--- src/rtl/multicycle_controller.sv ---
// Multicycle RV32I control unit: single-cycle decode plus UMUL step sequencing and MEMC copy.
// Define MEMC_EN to build the MEMC block-copy engine; without it opcode 0000000 is illegal.
//
// state   | meaning
// IDLE    | decode the current instruction combinationally
// MUL_RUN | issue MULSTEP each cycle, write back on the last step
// MC_RD   | MEMC read phase for word mc_idx
// MC_WR   | MEMC write phase for word mc_idx
module multicycle_controller #(
    parameter int WIDTH      = 32,
    parameter int MUL_CYCLES = 32,
    parameter int MEMC_LEN_W = 12
) (
    input  logic                  clk,
    input  logic                  rst,
    input  logic [WIDTH-1:0]      instr,
    input  logic                  zero,
    output logic [1:0]            pc_src,
    output logic [1:0]            result_src,
    output logic [2:0]            imm_src,
    output logic [2:0]            ls_src,
    output logic [3:0]            alu_control,
    output logic                  alu_src_1,
    output logic                  alu_src_2,
    output logic                  data_write_en,
    output logic                  reg_write_en,
    output logic                  multi_cy,
    output logic                  pc_en,
    output logic                  mc_phase,
    output logic [MEMC_LEN_W-1:0] mc_idx,
    output logic                  illegal
);

    localparam logic [1:0] IDLE    = 2'd0;
    localparam logic [1:0] MUL_RUN = 2'd1;
`ifdef MEMC_EN
    localparam logic [1:0] MC_RD   = 2'd2;
    localparam logic [1:0] MC_WR   = 2'd3;
`endif

    localparam logic [6:0] OP_LUI    = 7'b0110111;
    localparam logic [6:0] OP_AUIPC  = 7'b0010111;
    localparam logic [6:0] OP_JAL    = 7'b1101111;
    localparam logic [6:0] OP_JALR   = 7'b1100111;
    localparam logic [6:0] OP_BRANCH = 7'b1100011;
    localparam logic [6:0] OP_LOAD   = 7'b0000011;
    localparam logic [6:0] OP_STORE  = 7'b0100011;
    localparam logic [6:0] OP_IMM    = 7'b0010011;
    localparam logic [6:0] OP_REG    = 7'b0110011;
    localparam logic [6:0] OP_FENCE  = 7'b0001111;
    localparam logic [6:0] OP_UMUL   = 7'b0110000;
`ifdef MEMC_EN
    localparam logic [6:0] OP_MEMC   = 7'b0000000;
`endif

    localparam logic [3:0] ALU_ADD  = 4'b0000;
    localparam logic [3:0] ALU_SUB  = 4'b0001;
    localparam logic [3:0] ALU_AND  = 4'b0010;
    localparam logic [3:0] ALU_OR   = 4'b0011;
    localparam logic [3:0] ALU_XOR  = 4'b0100;
    localparam logic [3:0] ALU_SLL  = 4'b0101;
    localparam logic [3:0] ALU_SRL  = 4'b0110;
    localparam logic [3:0] ALU_SRA  = 4'b0111;
    localparam logic [3:0] ALU_SLT  = 4'b1000;
    localparam logic [3:0] ALU_SLTU = 4'b1001;
    localparam logic [3:0] ALU_MUL  = 4'b1010;

    // Down-counter holds remaining MUL_RUN cycles after the current one.
    localparam int              CNT_W    = $clog2(MUL_CYCLES);
    localparam logic [CNT_W-1:0] MUL_LOAD = CNT_W'(MUL_CYCLES - 2);

    logic [1:0]       state_q, state_d;
    logic [CNT_W-1:0] mul_cnt_q, mul_cnt_d;
    logic [6:0]       opcode;
    logic [2:0]       funct3;
    logic [6:0]       funct7;
    logic             bad;
    logic             taken;
    logic [WIDTH-1:0] unused_instr;

    assign opcode       = instr[6:0];
    assign funct3       = instr[14:12];
    assign funct7       = instr[31:25];
    assign unused_instr = instr;

`ifdef MEMC_EN
    logic [MEMC_LEN_W-1:0] mc_n_q, mc_n_d, mc_idx_q, mc_idx_d;
    assign mc_idx = mc_idx_q;
`else
    assign mc_idx = '0;
`endif

    always_comb begin
        pc_src        = 2'b00;
        result_src    = 2'b00;
        imm_src       = 3'b000;
        ls_src        = 3'b000;
        alu_control   = ALU_ADD;
        alu_src_1     = 1'b0;
        alu_src_2     = 1'b0;
        data_write_en = 1'b0;
        reg_write_en  = 1'b0;
        multi_cy      = 1'b0;
        pc_en         = 1'b0;
        mc_phase      = 1'b0;
        illegal       = 1'b0;
        bad           = 1'b0;
        taken         = 1'b0;
        state_d       = state_q;
        mul_cnt_d     = mul_cnt_q;
`ifdef MEMC_EN
        mc_n_d        = mc_n_q;
        mc_idx_d      = mc_idx_q;
`endif
        if (!rst) begin
            case (state_q)
                IDLE: begin
                    pc_en  = 1'b1;
                    ls_src = funct3;
                    case (opcode)
                        OP_LUI: begin
                            reg_write_en = 1'b1;
                            result_src   = 2'b11;
                            imm_src      = 3'b011;
                        end
                        OP_AUIPC: begin
                            reg_write_en = 1'b1;
                            imm_src      = 3'b011;
                            alu_src_1    = 1'b1;
                            alu_src_2    = 1'b1;
                        end
                        OP_JAL: begin
                            reg_write_en = 1'b1;
                            pc_src       = 2'b01;
                            result_src   = 2'b10;
                            imm_src      = 3'b100;
                        end
                        OP_JALR: begin
                            reg_write_en = 1'b1;
                            pc_src       = 2'b10;
                            result_src   = 2'b10;
                            alu_src_2    = 1'b1;
                            bad          = (funct3 != 3'b000);
                        end
                        OP_BRANCH: begin
                            imm_src = 3'b010;
                            case (funct3)
                                3'b000: begin alu_control = ALU_SUB;  taken = zero;  end
                                3'b001: begin alu_control = ALU_SUB;  taken = !zero; end
                                3'b100: begin alu_control = ALU_SLT;  taken = !zero; end
                                3'b101: begin alu_control = ALU_SUB;  taken = zero;  end
                                3'b110: begin alu_control = ALU_SLTU; taken = !zero; end
                                3'b111: begin alu_control = ALU_SUB;  taken = zero;  end
                                default: bad = 1'b1;
                            endcase
                            pc_src = taken ? 2'b01 : 2'b00;
                        end
                        OP_LOAD: begin
                            reg_write_en = 1'b1;
                            result_src   = 2'b01;
                            alu_src_2    = 1'b1;
                            bad = (funct3 == 3'b011) || (funct3 == 3'b110) || (funct3 == 3'b111);
                        end
                        OP_STORE: begin
                            data_write_en = 1'b1;
                            imm_src       = 3'b001;
                            alu_src_2     = 1'b1;
                            bad           = (funct3 > 3'b010);
                        end
                        OP_IMM: begin
                            reg_write_en = 1'b1;
                            alu_src_2    = 1'b1;
                            case (funct3)
                                3'b000: alu_control = ALU_ADD;
                                3'b010: alu_control = ALU_SLT;
                                3'b011: alu_control = ALU_SLTU;
                                3'b100: alu_control = ALU_XOR;
                                3'b110: alu_control = ALU_OR;
                                3'b111: alu_control = ALU_AND;
                                3'b001: begin
                                    alu_control = ALU_SLL;
                                    bad         = (funct7 != 7'b0000000);
                                end
                                default: begin
                                    alu_control = instr[30] ? ALU_SRA : ALU_SRL;
                                    bad = (funct7 != 7'b0000000) && (funct7 != 7'b0100000);
                                end
                            endcase
                        end
                        OP_REG: begin
                            reg_write_en = 1'b1;
                            case ({funct7, funct3})
                                10'b0000000_000: alu_control = ALU_ADD;
                                10'b0100000_000: alu_control = ALU_SUB;
                                10'b0000000_001: alu_control = ALU_SLL;
                                10'b0000000_010: alu_control = ALU_SLT;
                                10'b0000000_011: alu_control = ALU_SLTU;
                                10'b0000000_100: alu_control = ALU_XOR;
                                10'b0000000_101: alu_control = ALU_SRL;
                                10'b0100000_101: alu_control = ALU_SRA;
                                10'b0000000_110: alu_control = ALU_OR;
                                10'b0000000_111: alu_control = ALU_AND;
                                default:         bad = 1'b1;
                            endcase
                        end
                        OP_FENCE: ;
                        OP_UMUL: begin
                            multi_cy    = 1'b1;
                            pc_en       = 1'b0;
                            alu_control = ALU_MUL;
                            state_d     = MUL_RUN;
                            mul_cnt_d   = MUL_LOAD;
                        end
`ifdef MEMC_EN
                        OP_MEMC: begin
                            multi_cy = 1'b1;
                            mc_n_d   = instr[MEMC_LEN_W+19:20];
                            mc_idx_d = '0;
                            if (instr[MEMC_LEN_W+19:20] != '0) begin
                                pc_en   = 1'b0;
                                state_d = MC_RD;
                            end
                        end
`endif
                        default: bad = 1'b1;
                    endcase
                    // Illegal encodings become a harmless PC+4 with no side effects.
                    if (bad) begin
                        pc_src        = 2'b00;
                        result_src    = 2'b00;
                        imm_src       = 3'b000;
                        alu_control   = ALU_ADD;
                        alu_src_1     = 1'b0;
                        alu_src_2     = 1'b0;
                        data_write_en = 1'b0;
                        reg_write_en  = 1'b0;
                        multi_cy      = 1'b0;
                        pc_en         = 1'b1;
                        illegal       = 1'b1;
                        state_d       = IDLE;
                    end
                end
                MUL_RUN: begin
                    multi_cy    = 1'b1;
                    alu_control = ALU_MUL;
                    if (mul_cnt_q == '0) begin
                        reg_write_en = 1'b1;
                        pc_en        = 1'b1;
                        state_d      = IDLE;
                    end else begin
                        mul_cnt_d = mul_cnt_q - 1'b1;
                    end
                end
`ifdef MEMC_EN
                MC_RD: begin
                    multi_cy = 1'b1;
                    state_d  = MC_WR;
                end
                MC_WR: begin
                    multi_cy      = 1'b1;
                    mc_phase      = 1'b1;
                    data_write_en = 1'b1;
                    if (mc_idx_q == mc_n_q - 1'b1) begin
                        pc_en    = 1'b1;
                        mc_idx_d = '0;
                        state_d  = IDLE;
                    end else begin
                        mc_idx_d = mc_idx_q + 1'b1;
                        state_d  = MC_RD;
                    end
                end
`endif
                default: begin
                    multi_cy = 1'b1;
                    state_d  = IDLE;
                end
            endcase
        end
    end

    always_ff @(posedge clk or posedge rst) begin
        if (rst) begin
            state_q   <= IDLE;
            mul_cnt_q <= '0;
`ifdef MEMC_EN
            mc_n_q    <= '0;
            mc_idx_q  <= '0;
`endif
        end else begin
            state_q   <= state_d;
            mul_cnt_q <= mul_cnt_d;
`ifdef MEMC_EN
            mc_n_q    <= mc_n_d;
            mc_idx_q  <= mc_idx_d;
`endif
        end
    end

endmodule

--- config.mk ---
export PLATFORM = sky130hd
export DESIGN_NAME = multicycle_controller
export DESIGN_NICKNAME = d
export VERILOG_FILES = /design/src/rtl/multicycle_controller.sv
export SDC_FILE = /design/constraint.sdc
export NUM_CORES = 1
export LEC_CHECK = 0
export ABC_AREA = 0
export BUFFER_PORTS_ARGS = -buffer_cell sky130_fd_sc_hd__buf_2
export CAP_MARGIN = 30
export CORE_MARGIN = 10
export CORE_UTILIZATION = 46
export CTS_BUF_LIST = sky130_fd_sc_hd__clkbuf_8
export DETAILED_ROUTE_END_ITERATION = 8
export PLACE_DENSITY = 0.82
export SLEW_MARGIN = 15
export SYNTH_ARGS = -nofsm -noshare
export SYNTH_HDL_FRONTEND = slang
export SYNTH_SLANG_ARGS = --single-unit
--- constraint.sdc ---
create_clock -name clk -period 2.2 [get_ports clk]
set_clock_uncertainty 0.15 [all_clocks]
set_input_delay 0 -clock clk [delete_from_list [all_inputs] [get_ports clk]]
set_output_delay 0 -clock clk [all_outputs]
set_load 0.02 [all_outputs]
-- After elaboration in Yosys (flattened, before gate mapping)
Index checks and enable logic that the tools add are counted.
- bits in registers: 7
- logic and storage cells: 130
- output and inout bits: 34
- bits of input ports: 35
- eq/ne operators: 33
- bitwise operators: 1
- $add $sub $neg: 1
- magnitude comparators: 1
- reduce and logical (&&, ||, !) cells: 24
- muxes and demuxes: 68
- operators by type and width (operator ; number):
    10-bit by 3-bit equality test with 1-bit output (second input constant) ; 4
    4-bit case mux with 9 select lines ; 1
    1-bit 2-to-1 mux ; 35
    7-bit by 6-bit equality test with 1-bit output (second input constant) ; 4
    4-bit case mux with 7 select lines ; 1
    7-bit equality test (second input constant) ; 3
    10-bit by 2-bit equality test with 1-bit output (second input constant) ; 2
    10-bit by 9-bit equality test with 1-bit output (second input constant) ; 2
    2-bit 2-to-1 mux ; 9
    4-bit case mux with 4 select lines ; 1
    3-bit 2-to-1 mux ; 5
    7-bit by 5-bit equality test with 1-bit output (second input constant) ; 2
    3-bit equality test (second input constant) ; 4
    2-bit case mux with 3 select lines ; 2
    3-bit case mux with 4 select lines ; 1
    4-bit case mux with 3 select lines ; 1
    6-bit OR reduction ; 2
    10-bit by 1-bit equality test with 1-bit output (second input constant) ; 1
    10-bit logical NOT ; 1
    5-bit 2-to-1 mux ; 2
    5-bit case mux with 2 select lines ; 1
    10-bit OR reduction ; 1
    5-bit OR reduction ; 2
    4-bit 2-to-1 mux ; 2
    31 further kinds ; 39

-- Longest topological paths before layout
Gate-level depths: netlist of run 1.
- depth in word-level cells: 11
- gate-level depth with buffers: 7
- depth with buffers taken out: 7

-- Worst setup path before layout of run 1
No wires, ideal clock.
- kind: register to output
- start: reg mul_cnt_q[0]
- end: out pc_en
- required time: 2050 ps
- cell stages (with the launch flop): 6
- path buffers: 0
- path slack: 76 ps
- data arrival time: 1974 ps
- cells stage by stage: dfrtp_1 inv_1 ha_1 or4b_2 a21oi_1 a21boi_0
- cells in the longest elaborated chain, start to end: 4
- ends and longest elaborated chain (element ; RTL line ; text):
    from (decl) ; 73 ; logic [CNT_W-1:0] mul_cnt_q, mul_cnt_d;
    from (signal assigned) ; 291 ; mul_cnt_q <= mul_cnt_d;
    5-bit logical NOT ; 246 ; if (mul_cnt_q == '0) begin
    1-bit 2-to-1 mux ; 246 ;
    1-bit case mux with 2 select lines ; 116 ; case (state_q)
    1-bit 2-to-1 mux ; 115 ; if (!rst) begin
    to (decl) ; 28 ; output logic pc_en,
No other way between the ends.

-- Worst setup path after layout of run 1
- start: reg mul_cnt_q[0]
- end: out reg_write_en
- cells in the longest elaborated chain, start to end: 4
- ends and longest elaborated chain (element ; RTL line ; text):
    5-bit logical NOT ; 246 ;
    1-bit 2-to-1 mux ; 246 ;
    1-bit case mux with 2 select lines ; 116 ;
    1-bit 2-to-1 mux ; 115 ;
    to (decl) ; 26 ; output logic reg_write_en,
No other way between the ends.

==> impl_results.md, run 1 <==
- Max VDD drop: 0.499 mV
- Placer Congestion: 0.880
- CTS root buf: clkbuf_8
- Die width: 72.2 µm
- Cells after DPL: 237
- Pwr per Cell Area: 352 nW/µm²
- Area of the die: 5210 µm²
- Synthesized flop and latch total: 6
- Endpoints failing hold: 0
- RSZ-0062 raised after global routing: no
- Max stage delay on crit path: 490 ps
- Distinct cells, synth: 54
- DR DRC count: 0
- Initial antenna violation count: 0
- Syn. warnings: 0
- Async set-reset flop share out of synthesis: 1.00
- CTS tree: yes
- Vias per cell: 5.76
- Drt wl/cell: 14.4 µm
- Final nets: 250
- Synth Flop Type: dfrtp_1
- Number of global-route vias before repair: 1250
- CTS Buf Count: 3
- Sequential element share of the synthesized area: 0.120
- Via Count: 1389
- Power Total: 517 µW
- Post-synth top area share: 0.120
- Arr. time, crit path: 1910 ps
- Critical Path, Cell by Cell: inv_1 -> ha_1 -> or4b_4 -> a21oi_4 -> nand4_1 -> o21ai_1 -> buf_4
- Max_cap viols: 0
- First-pass GRT wire length: 5830 µm
- Gr ovfl total: 0
- Buffers on Ports: 40
- Critical Path RT: 2050 ps
- Tcrit/Tclk final: 0.937
- CP endpoint kind: output pin
- CTS sink count: 6
- Min cycle time layout: 2060 ps
- Crit path buffers/inverters: 2
- Hold Crit Class: input pin to asynchronous set/reset pin
- Non-filler cells, final: 241
- Antenna Cells: 0
- DRT Pass-1 Iters: 4
- Post-synth EDFFs: 0
- Maximum fanout along the worst path: 4
- Delay-heaviest family, CP: simple AND/OR/NAND/NOR gates
- CP Launch Type: register
- CTS max path bufs: 2
- Fmax: 0.485 GHz
- Largest net degree at the start of global routing: 20
- Std-Cell Rows: 18
- H-tree Lvls: 1
- Antenna viol nets, final: 0
- Layout cell share with drive strength beyond 1: 0.284
- Fin. max-slew vios: 0
- Avg Cell Area, Syn: 7.08 µm²
- Mapped Area: 1250 µm²
- HPWL after detailed placement: 2720 µm
- Post-CTS Setup Bufs: 0
- Pleak: 0.000627 µW
- GR Util All Layers: 0.131
- Run status: finished, final reports clean
- Die H: 72.2 µm
- Area grow syn2layout: 17.5%
- Final setup fails: 0
- CP max-delay cell: or4b_4
- Critical path class: register to output pin
- I/O Pins: 69
- Commonest non-fill, non-tap cell in the layout: buf_2
- Core area: 2540 µm²
- Synth area leaders: dfrtp_1 (12%), buf_4 (7.8%), nand2_1 (4.8%)
- WL final: 3470 µm
- Cell taking the most area after synthesis: dfrtp_1
- Cell count after synthesis: 177
- Starting DRT DRC Count: 122
- Clock transition at path regs: 40 ps
- Most frequent cells in the layout: buf_2 (39), nor2_1 (16), nand2_1 (16)
- Clk Latency, worst-skew pair: 230 ps
- Initial Util: 0.492
- Setup TNS: 0 ps
[layer usage]
layer | GRT usage | up-vias | routed length [µm] | share of wire
met5 | 0 | - | 0 | 0
met4 | 0.0409 | 0 | 43 | 0.012
met3 | 0.0367 | 4 | 285 | 0.082
met2 | 0.205 | 67 | 1580 | 0.46
met1 | 0.168 | 629 | 1560 | 0.45
li1 | - | 689 | - | -
[area by class of cell]
| type | count | area, µm² |
|---|---|---|
| clock buffer | 3 | 41.3 |
| fill | 254 | 1070 |
| inverter | 6 | 22.5 |
| multi-input combinational | 152 | 985 |
| sequential | 6 | 150 |
| tap | 30 | 37.5 |
| timing repair buffer | 44 | 235 |
[tightest hold or removal path, delay by kind of cell]
kind,cells,cell delay [ps]
buffers and inverters,3,930
[cells in the mapped netlist (2+ instances only)]
library cell	count
nor4_2	3
o2111ai_1	2
inv_1	6
and3_1	2
nand3b_1	4
nor4b_2	2
nand2b_1	3
nand3_1	5
nor3_1	10
ha_1	2
buf_4	13
nor4_1	2
nand2_1	16
or4b_1	2
xnor2_1	3
o21ai_0	10
a21oi_1	9
nand4_1	2
or3_1	5
xor2_1	3
dfrtp_1	6
o21ai_1	2
a31oi_1	4
clkbuf_1	7
and2_1	6
nor2_1	16
buf_2	4
o211ai_1	2
[sequential cells by signal, summed over array words and instances, names as in the netlist]
register / flops
mul_cnt_q: 5
state_q: 1
[logic make-up after synthesis]
kind of cell | after synthesis | share of synthesized area
adders and majority gates | 2 | 0.0200
xor gates and xnor gates | 6 | 0.0420
DFF | 6 | 0.120
other | 1 | 0.00299
and+or+nand+nor | 89 | 0.443
muxes | 1 | 0.00799
AOI/OAI and AO/OA | 41 | 0.223
buffers and inverters | 31 | 0.142
[final timing paths]
| path | cells past startpoint | slack [ps] | start | end |
|---|---|---|---|---|
| worst max-delay path | 7 | 140 | mul_cnt_q[0] | reg_write_en |
| worst max register to register | 7 | 290 | mul_cnt_q[0] | mul_cnt_q[4] |
| min in group clk | 5 | 200 | instr[0] | mul_cnt_q[3] |
| worst min-delay path | 3 | 180 | rst | mul_cnt_q[0] |
| worst min register to register | 1 | 380 | mul_cnt_q[0] | mul_cnt_q[0] |
| max in group asynchronous | 3 | 1500 | rst | mul_cnt_q[2] |
[timing repair]
action                                  in CTS  in global routing
hold buffers                                 1                  0
pin swaps                                    1                  0
endpoints found under the setup margin       2                  2
resized for setup                            3                  2
hold endpoints to repair                     6                  0
[through the flow]
stage | area, µm² | hold slack [ps] | utilization | setup WS (ps)
global placement | 1400 | -152 | 0.551 | 89.8
floorplan | 1300 | -345 | - | 75.7
detailed placement | 1400 | -153 | 0.551 | 80.3
CTS | 1460 | 179 | 0.575 | 91.6
finish | 1470 | 182 | 0.578 | 139
global route | 1470 | 215 | 0.578 | 18.1
[where the power goes]
part	internal [µW]	leakage [µW]	switching [µW]	total, µW
registers	128	0.0000753	19.0	147
clock network	117	0.0000216	47.1	165
logic	73.8	0.000530	132	206
(Power assumes the default switching activity.)
==> inputs of run 2 (changes only) <==
--- a/config.mk
+++ b/config.mk
@@ -12,7 +12,7 @@
 export CORE_UTILIZATION = 46
 export CTS_BUF_LIST = sky130_fd_sc_hd__clkbuf_8
 export DETAILED_ROUTE_END_ITERATION = 8
-export PLACE_DENSITY = 0.82
+export PLACE_DENSITY = 0.89
 export SLEW_MARGIN = 15
 export SYNTH_ARGS = -nofsm -noshare
 export SYNTH_HDL_FRONTEND = slang
==> impl_results.md, run 2 (same netlist as run 1, synthesis figures left out) <==
- Clk Latency, worst-skew pair: 220 ps (about the same)
- Final nets: 249 (-0.40%)
- Die width: 72.2 µm (unchanged)
- Clock transition at path regs: 40 ps (about the same)
- CTS max path bufs: 2 (unchanged)
- Number of global-route vias before repair: 1289 (+3.1%)
- CTS root buf: clkbuf_8
- H-tree Lvls: 1 (unchanged)
- Max_cap viols: 0 (unchanged)
- Starting DRT DRC Count: 147 (+20%)
- GR Util All Layers: 0.130 (-0.000867)
- Maximum fanout along the worst path: 4 (unchanged)
- Core area: 2540 µm² (unchanged)
- Layout cell share with drive strength beyond 1: 0.286 (+0.00135)
- Sequential power share: 0.284 (about the same)
- Most flops, register: mul_cnt_q
- Post-CTS Setup Bufs: 0 (unchanged)
- Hold Crit Class: input pin to asynchronous set/reset pin
- Worst R2R Path Depth: 7 (unchanged)
- Most frequent cells in the layout: buf_2 (39), nor2_1 (16), nand2_1 (16)
- First-pass GRT wire length: 5850 µm (+0.36%)
- CP Launch Type: register
- Final Util: 0.577 (-0.00148)
- Area of the multi-input gates: 988 µm² (+0.38%)
- Vias per cell: 5.87 (+1.8%)
- Buffers on Ports: 40 (unchanged)
- Endpoints failing hold: 0 (unchanged)
- Die H: 72.2 µm (unchanged)
- Crit. Startpoint: mul_cnt_q[0]
- Arr. time, crit path: 1930 ps (+20 ps)
- Placer Congestion: 0.902 (+2.5%)
- P_int: 318 µW (-0.29%)
- Fin. max-slew vios: 0 (unchanged)
- Commonest non-fill, non-tap cell in the layout: buf_2
- Crit Reg-Reg Endpoint: mul_cnt_q[4]
- Psw: 197 µW (-0.80%)
- I/O Pins: 69 (unchanged)
- Worst R2R Setup Slack: 210 ps (-80 ps)
- HPWL after detailed placement: 2740 µm (+0.47%)
- Pleak: 0.000624 µW (-0.42%)
- Hold Slack: 183 ps (+0.789 ps)
- Reg area: 150 µm² (unchanged)
- R2R Path Start: mul_cnt_q[0]
- CTS Buf Count: 3 (unchanged)
- Setup TNS: 0 ps (unchanged)
- CTS sink count: 6 (unchanged)
- Run status: finished, final reports clean
- Clock share of power: 0.314 (-0.004)
- Drt wl/cell: 15.0 µm (+4.1%)
- Via Count: 1408 (+1.4%)
- Gr ovfl total: 0 (unchanged)
- Area grow syn2layout: 17.2%
- Biggest regs: mul_cnt_q x5, state_q x1
- DRT Pass-1 Iters: 5 (+1)
- Power Total: 515 µW (-0.48%)
- Fmax: 0.480 GHz (-1.1%)
- Largest net degree at the start of global routing: 20 (unchanged)
- Area of the die: 5210 µm² (unchanged)
- Final setup fails: 0 (unchanged)
- Pwr per Cell Area: 351 nW/µm² (-0.23%)
- DR DRC count: 0 (unchanged)
- Antenna viol nets, final: 0 (unchanged)
- Initial antenna violation count: 0 (unchanged)
- Std-Cell Rows: 18 (unchanged)
- CTS tree: yes
- Comb pwr share: 0.402 (+0.004)
- Fillers: 238 (-6.3%)
- RSZ-0062 raised after global routing: yes
- Max reg flops: 5 (unchanged)
- Critical Path RT: 2050 ps (about the same)
- Min cycle time layout: 2080 ps (+22.7 ps)
- Max VDD drop: 0.480 mV (-3.6%)
- Critical path class: register to output pin
- WL final: 3600 µm (+3.7%)
- CP endpoint kind: output pin
- Initial Util: 0.492 (unchanged)
- Antenna Cells: 0 (unchanged)
- Net Sw Frac: 0.382 (-0.00121)
- Tcrit/Tclk final: 0.947 (+0.0103)
-- run 2: changes by cell type in the layout (fill, tap and decap cells not counted), sizes merged --
cell  previous run  this run
buf             43        42
-- run 2: repair_timing --
item                                    4_1_cts  5_1_grt
hold buffers                                  1        0
endpoints found under the setup margin        2        2
endpoints found under the hold margin         6        0
resized for setup                             3        3
pin swaps                                     1        0
-- run 2: worst max-delay path, stage by stage, from the launching register on --
cell and delay (ps):
dfrtp_1 400, inv_1 100, ha_1 140, or4b_4 490, a21oi_4 170, nand4_1 110
o21ai_2 150, buf_4 150
-- run 2: power groups by stage --
| stage | logic (µW) | clock network [µW] | registers [µW] |
|---|---|---|---|
| finish | 207 | 162 | 146 |
| CTS | 204 | 164 | 146 |
| global route | 230 | 172 | 148 |
| detailed placement | 200 | 0 | 145 |
| floorplan | 169 | 0 | 140 |
| global placement | 194 | 0 | 144 |
-- run 2: metrics by stage --
stage               instance area (µm²)  cells  setup slack (ps)
floorplan                          1300    189              75.7
global placement                   1400    236              97.5
finish                             1470    240               116
global route                       1470    240             -1.57
detailed placement                 1400    236              76.1
CTS                                1460    240              83.2
-- run 2: worst max path at each step --
stage / endpoint / cells past startpoint
after floorplan: pc_en / 5
after global placement: reg_write_en / 7
after detailed placement: reg_write_en / 7
after CTS: reg_write_en / 7
after global routing: reg_write_en / 7
final: reg_write_en / 7
-- run 2: layer usage --
| metal | GRT usage | routed length [µm] | share of wire | vias to the layer above |
|---|---|---|---|---|
| li1 | - | - | - | 685 |
| met1 | 0.167 | 1540 | 0.43 | 652 |
| met2 | 0.203 | 1700 | 0.47 | 67 |
| met3 | 0.0381 | 343 | 0.095 | 4 |
| met4 | 0.0387 | 17 | 0.0047 | 0 |
| met5 | 0 | 0 | 0 | - |
-- run 2: area by class of cell --
type	count	share of cell area
inverters	6	0.0153
flip-flops and latches	6	0.102
repair buffers	43	0.155
multi-input cells	152	0.673
well taps	30	0.0256
clock buffers	3	0.0281
